===== src/rtl/seg7_pkg.sv =====
// Shared segment codes, display payload and the BCD-to-segment map for the scan driver.
package seg7_pkg;

  localparam logic [6:0] SEG_BLANK = 7'h7F;
  localparam logic [6:0] SEG_DASH  = 7'h3F;

  // digit[3] is thousands, digit[0] is units; dp[i] belongs to digit[i]
  typedef struct packed {
    logic [3:0][3:0] digit;
    logic [3:0]      dp;
  } disp_t;

  // Active-low {g,f,e,d,c,b,a}; non-decimal codes show a dash
  function automatic logic [6:0] bcd_to_seg(input logic [3:0] bcd);
    logic [6:0] s;
    case (bcd)
      4'd0:    s = 7'h40;
      4'd1:    s = 7'h79;
      4'd2:    s = 7'h24;
      4'd3:    s = 7'h30;
      4'd4:    s = 7'h19;
      4'd5:    s = 7'h12;
      4'd6:    s = 7'h02;
      4'd7:    s = 7'h78;
      4'd8:    s = 7'h00;
      4'd9:    s = 7'h10;
      default: s = SEG_DASH;
    endcase
    return s;
  endfunction

endpackage


===== src/rtl/seg7_scan_driver_decode.sv =====
// Combinational BCD to active-low seven-segment decoder.
module seg7_decode
  import seg7_pkg::*;
(
  input  logic [3:0] bcd,
  output logic [6:0] seg_c
);

  always_comb seg_c = bcd_to_seg(bcd);

endmodule


===== src/rtl/seg7_scan_driver.sv =====
// Four-digit common-anode multiplexed display driver with frame-synchronous
// double buffering and optional leading-zero blanking.
module seg7_scan_driver
  import seg7_pkg::*;
#(
  parameter int unsigned CLK_HZ   = 100_000_000,
  parameter int unsigned DIGIT_HZ = 1_000,
  parameter int unsigned LZ_BLANK = 1
) (
  input  logic       clk,
  input  logic       rst_n,
  input  logic [3:0] digit3,
  input  logic [3:0] digit2,
  input  logic [3:0] digit1,
  input  logic [3:0] digit0,
  input  logic [3:0] dp_in,
  input  logic       load,
  input  logic       blank,
  output logic       pending,
  output logic [3:0] an,
  output logic [6:0] seg,
  output logic       dp
);

  localparam int unsigned DIV   = CLK_HZ / DIGIT_HZ;
  localparam int unsigned CNT_W = (DIV > 1) ? $clog2(DIV) : 1;

  logic [CNT_W-1:0] div_cnt;
  logic [1:0]       idx;
  disp_t            staging;
  disp_t            shadow;
  disp_t            capture;
  logic             tick;
  logic             frame;
  logic [3:0]       vis;
  logic [3:0]       sel_digit;
  logic [6:0]       dec_seg_c;

  always_comb begin
    capture.digit = {digit3, digit2, digit1, digit0};
    capture.dp    = dp_in;
  end

  assign tick      = (div_cnt == CNT_W'(DIV - 1));
  assign frame     = tick && (idx == 2'd3);
  assign sel_digit = shadow.digit[idx];

  // A digit is visible once any digit at or above it is non-zero; units always shows
  always_comb begin
    vis = 4'b1111;
    if (LZ_BLANK != 0) begin
      vis[3] = |shadow.digit[3];
      vis[2] = vis[3] | (|shadow.digit[2]);
      vis[1] = vis[2] | (|shadow.digit[1]);
    end
  end

  seg7_decode u_decode (
    .bcd   (sel_digit),
    .seg_c (dec_seg_c)
  );

  // Scan timing, double buffer and registered pin drive
  always_ff @(posedge clk) begin
    if (!rst_n) begin
      div_cnt <= '0;
      idx     <= 2'd0;
      staging <= '0;
      shadow  <= '0;
      pending <= 1'b0;
      an      <= 4'b1111;
      seg     <= SEG_BLANK;
      dp      <= 1'b1;
    end else begin
      div_cnt <= tick ? '0 : div_cnt + CNT_W'(1);
      if (tick) idx <= idx + 2'd1;

      // Boundary swap uses the old staging; a coincident load refills it and keeps pending
      if (frame && pending) begin
        shadow  <= staging;
        pending <= 1'b0;
      end
      if (load) begin
        staging <= capture;
        pending <= 1'b1;
      end

      if (vis[idx]) begin
        an  <= blank ? 4'b1111 : ~(4'b0001 << idx);
        seg <= dec_seg_c;
        dp  <= ~shadow.dp[idx];
      end else begin
        an  <= 4'b1111;
        seg <= SEG_BLANK;
        dp  <= 1'b1;
      end
    end
  end

endmodule


===== config.mk =====
export PLATFORM = sky130hd
export DESIGN_NAME = seg7_scan_driver
export DESIGN_NICKNAME = d
export VERILOG_FILES = /design/src/rtl/seg7_pkg.sv /design/src/rtl/seg7_scan_driver_decode.sv /design/src/rtl/seg7_scan_driver.sv
export SDC_FILE = /design/constraint.sdc
export NUM_CORES = 1
export LEC_CHECK = 0
export BUFFER_PORTS_ARGS = -buffer_cell sky130_fd_sc_hd__buf_4
export CORE_MARGIN = 1
export CORE_UTILIZATION = 40
export CTS_CLUSTER_SIZE = 20
export DETAILED_ROUTE_END_ITERATION = 10
export REMOVE_ABC_BUFFERS = 1
export SLEW_MARGIN = 20
export SYNTH_ARGS = -nofsm -noshare
export SYNTH_HDL_FRONTEND = slang
export SYNTH_SLANG_ARGS = --single-unit

===== constraint.sdc =====
create_clock -name clk -period 1.93 [get_ports clk]
set_clock_uncertainty 0.1 [all_clocks]
set_input_delay 0.193 -clock clk [delete_from_list [all_inputs] [get_ports clk]]
set_output_delay 0.193 -clock clk [all_outputs]
set_load 0.03 [all_outputs]

### After elaboration in Yosys (flattened, before gate mapping)

Memory sizes are Yosys's and may differ from the RTL's. A register that Yosys moved wholly into a read port is not among the register bits.
Index checks and enable logic that the tools add are counted.

* add/sub/neg operators: 2
* $mul: 0
* divide/modulo/power cells: 0
* $lt $le $gt $ge: 1
* equal/unequal tests: 2
* shift-type cells: 1
* mux-type cells: 8
* bitwise gates (word level): 6
* reduce and logical (&&, ||, !) cells: 10

Operator list (count)
* 17-bit by 1-bit adder with 17-bit output (second input constant): 1
* 17-bit equality test (second input constant): 1
* 4-bit OR reduction: 3
* 4-bit binary-select mux with 2-bit select: 1
* 1-bit binary-select mux with 2-bit select: 2
* 1-bit 2-to-1 mux: 4
* 4-bit 2-to-1 mux: 1
* 4-bit NOT: 1
* 1-bit by 2-bit left shift with 4-bit output (first input constant): 1
* 2-bit by 3-bit < comparator with 1-bit output (second input constant): 1
* 1-bit NOT: 3
* 3-bit OR reduction: 1
* 2-bit by 1-bit adder with 2-bit output (second input constant): 1
* 2-bit equality test (second input constant): 1
* 1-bit logical AND: 2
* 1-bit OR: 2
* 2-bit AND reduction: 1
* 2-bit nonzero test: 1
* 2-bit OR reduction: 1
* 1-bit zero test: 1

* flip-flop bits (word level): 65
* bits in latches: 0
* RAM bits: 0
* bits in read-only memories: 112
* input port bits: 24
* output and inout bits: 13
* logic and storage cells: 46
* memories kept: 1

Memories
* (no name shown): words 16, width 7, rd ports 1, clocked after memory_dff 1, write ports 0, line seg7_pkg.sv:16 `case (bcd)`

### Depth between registers and ports, before layout

* depth after elaboration: 7
* depth in mapped cells: 8
* mapped depth without buffers: 6

### Hierarchy

Synthesis repeated with hierarchy kept, for this count alone.

* cells, all modules: 328
* area, all modules: 3268.1 sq um

By module, submodules not included
* seg7_scan_driver: times used 1, cells an instance 297, area an instance 3044.2 sq um
* seg7_decode: times used 1, cells an instance 31, area an instance 224.0 sq um

### Least setup slack after synthesis

Ideal clock, no wire load.

* path type: register to register
* start: reg idx[0]
* end: reg seg[1]
* arrival time: 1.655 ns
* data required time: 1.711 ns
* slack: 0.057 ns
* cell stages (with the launch flop): 7
* buffers on the path: 1
* cells stage by stage: dfxtp_1 -> buf_6 -> mux4_1 -> inv_1 -> ha_1 -> o21ai_0 -> nand2_1

* longest elaborated chain between the ends: 4
* elaborated cells on any way between the ends: 6
* those cells by class: 4 x mux; 2 x reduce/logical

Ends and longest elaborated chain
* start: declaration: line seg7_scan_driver.sv:29 `logic [1:0] idx;`
* start signal: assignment: line seg7_scan_driver.sv:76 `if (tick) idx <= idx + 2'd1;`
* 1-bit binary-select mux with 2-bit select: line seg7_scan_driver.sv:88 `if (vis[idx]) begin`
* 1-bit 2-to-1 mux (not written as such): line seg7_scan_driver.sv:88
* 2-bit AND reduction (no line)
* 1-bit zero test (no line)
* end: declaration: line seg7_scan_driver.sv:21 `output logic [6:0] seg,`

Parallel ways exist; a longest one is shown, timed or not. The select of a mux whose other input is x is not followed.
A chain may end at the register's enable or synchronous reset.

### Final worst setup path

Same ends and word-level chain as after synthesis.

==> reports/metrics.cfg <==
[run_status]
outcome = finished clean

[setup_path]
critPathKind = flip-flop to flip-flop
required_ns = 2.06
max_stage_delay_ns = 0.58
worstSetupEndpointType = flip-flop
path_delay_family = multiplexers
cp.arrival_ns = 1.95
path_max_fanout = 5
path_cells = mux4_2 -> inv_1 -> ha_1 -> o21ai_0 -> nand2_1
crit_slowest_cell = mux4_2
critPathLaunchType = flip-flop
crit_buf_inv = 1

[drt]
vias_per_cell = 5.19
vias = 2516
drtPass1Iterations = 4
drt-total-wl_microns = 6660
drt_iter0_drc = 154
antenna_left = 0
remaining_drc_errors = 0
routedWlPerCell_microns = 13.7

[clock_tree]
root_buffer = clkbuf_8
clk_path_buf_depth = 2
clkLatencyLatePin_ns = 0.34
cts_buffers = 9
cts_tree = yes
clkSinkCount = 72
clk_pin_slew_worst_paths_ns = 0.07
cts_max_level = 3

[timing]
fmax_mhz = 550
slew_violations = 0
tightest_slew_ns = 0.359
rsz0062_at_grt = false
period_share = 0.941
max-slew-margin-rel = 0.758
setup_viol = 0
hold_ws_ns = 0.0156
final_hold_viol_count = 0
period_minus_slack_ns = 1.82

[global_route]
antenna_found_initial = 0
grt.overflow.total = 0
grt_max_degree = 32
grt_util_all_layers = 0.171
grt_pass1_wl_microns = 11100
grt_pass1_vias = 2374

[floorplan]
io_pins = 37
die_h_microns = 90.0
fp.dieW_microns = 90.0
dieArea_sq_um = 8090
coreArea_sq_um = 7370
initial_utilization = 0.420
rows = 31

[power_and_ir_drop]
p_leak_nw = 1.55
vdd_drop_max_mv = 0.418
power.density_nw_per_um2 = 796
total_power_mw = 3.12

[synth]
yosysUniqueCellTypes = 44
async_flop_share = 0
synth_top_area_frac = 0.466
synth_top_family_by_area = simple AND/OR/NAND/NOR gates
ys_ff_latch = 72
synth-compound-area-share = 0.114
synth-simple-area-share = 0.193
synthesis.area_sq_um = 3090
muxShareOfSynthArea = 0.104
ys_seq_area_frac = 0.466
synth_edf_count = 0
synth_area_leaders = dfxtp_1 (47%), mux2i_1 (6.5%), nand4_1 (5.1%), a21oi_1 (4.5%), nor2_1 (4.5%)
synth_top_area_cell = dfxtp_1
synth_adder_area_share = 0.0404
yosys.area_share.xor_xnor = 0.0311
synthFlopType = dfxtp_1
yosys_warnings = 0
synth_cells = 325
avgSynthCellArea_sq_um = 9.52

[layout]
fin_util = 0.533
fin_area_sq_um = 3930
layout_commonest_cell = dfxtp_1
drive_gt1_frac = 0.194
area_growth_pct = 26.8
mostFrequentLayoutCells = dfxtp_1 (71), buf_4 (45), nor2_1 (37)
diodes = 0
nets = 415
fillers = 696

[placed_design]
place_area_sq_um = 3440
port_buffers = 36
post-dp-hpwl_microns = 4200
gp_congestion = 0.829

[run]
cap_violations = 0

[hold_path]
min_path_type = input pin to flip-flop

==> metrics by stage <==
stage | setup TNS (ns) | cells | setup WS (ns)
global placement | 0 | 447 | 0.0670
detailed placement | -0.000693 | 447 | -0.000693
floorplan | -2.18 | 301 | -0.0696
global route | 0 | 485 | 0.00944
finish | 0 | 485 | 0.113
CTS | 0 | 483 | 0.0350
==> layer usage <==
metal,GRT usage,vias to the layer above,part of all wire
met5,0,-,0
met4,0.0847,0,0.020
met3,0.0347,10,0.051
met2,0.259,65,0.43
met1,0.231,1164,0.50
li1,-,1277,-
==> path summary, 6_finish.rpt <==
check	startpoint	end	slack, ns	cells after the start
max	idx[0]$_SDFFE_PN0N_	seg[1]$_SDFF_PN1_	0.11	5
min	digit1[3]	staging[11]$_SDFFE_PN0P_	0.02	3
max reg2reg	idx[0]$_SDFFE_PN0N_	seg[1]$_SDFF_PN1_	0.11	5
min reg2reg	staging[7]$_SDFFE_PN0P_	shadow[7]$_SDFFE_PN0P_	0.37	2
==> cells in the mapped netlist (2+ instances only) <==
library cell	number
a21oi_1	28
mux4_2	3
or3_1	3
o21ai_1	3
nor2_1	37
nor4_1	2
clkbuf_1	12
and3_1	5
nor4b_1	2
nand3_1	7
nand3b_1	6
mux2i_1	20
buf_2	6
and4_1	3
dfxtp_1	72
o21ai_0	27
nand2_1	10
nor2b_1	2
mux4_1	2
xnor2_1	3
ha_1	10
inv_1	6
buf_6	4
xor2_1	8
nand4_1	25
==> sequential cells by signal, summed over array words and instances, names as in the netlist <==
signal and cells:
seg 7, an 4, dp 1, idx 2, div_cnt 17, shadow 20, pending 1, staging 20
==> logic make-up after synthesis <==
kind of cell | after synthesis
mux | 25
flops | 72
xor+xnor | 11
simple gates | 110
buf+inv | 31
compound gates | 66
fa+ha+maj | 10
==> cell type report <==
type / count / area [sq um] / area share
repair buffers: 68 / 572 / 0.146
well taps: 99 / 124 / 0.0316
flip-flops and latches: 72 / 1440 / 0.368
clock buffers: 14 / 173 / 0.0440
multi-input cells: 223 / 1530 / 0.389
inverters: 7 / 26.3 / 0.00669
clock inverters: 2 / 60.1 / 0.0153
==> worst register-to-register path: stages (launching register included) <==
cell and delay, ns:
dfxtp_2 0.40, mux4_2 0.58, inv_1 0.13, ha_1 0.25
o21ai_0 0.17, nand2_1 0.07
==> where the power goes <==
group	internal, mW	switching, mW
sequential	1.52	0.0200
combinational	0.110	0.100
clock	0.836	0.534
==> what timing repair did <==
action,CTS,global route
cloned,0,1
setup endpoints to repair,2,23
pin swaps,0,1
resized for setup,2,7
hold buffers,20,0
buffers inserted,0,1
endpoints found under the hold margin,23,0
Power figures use the tool's default switching activity.
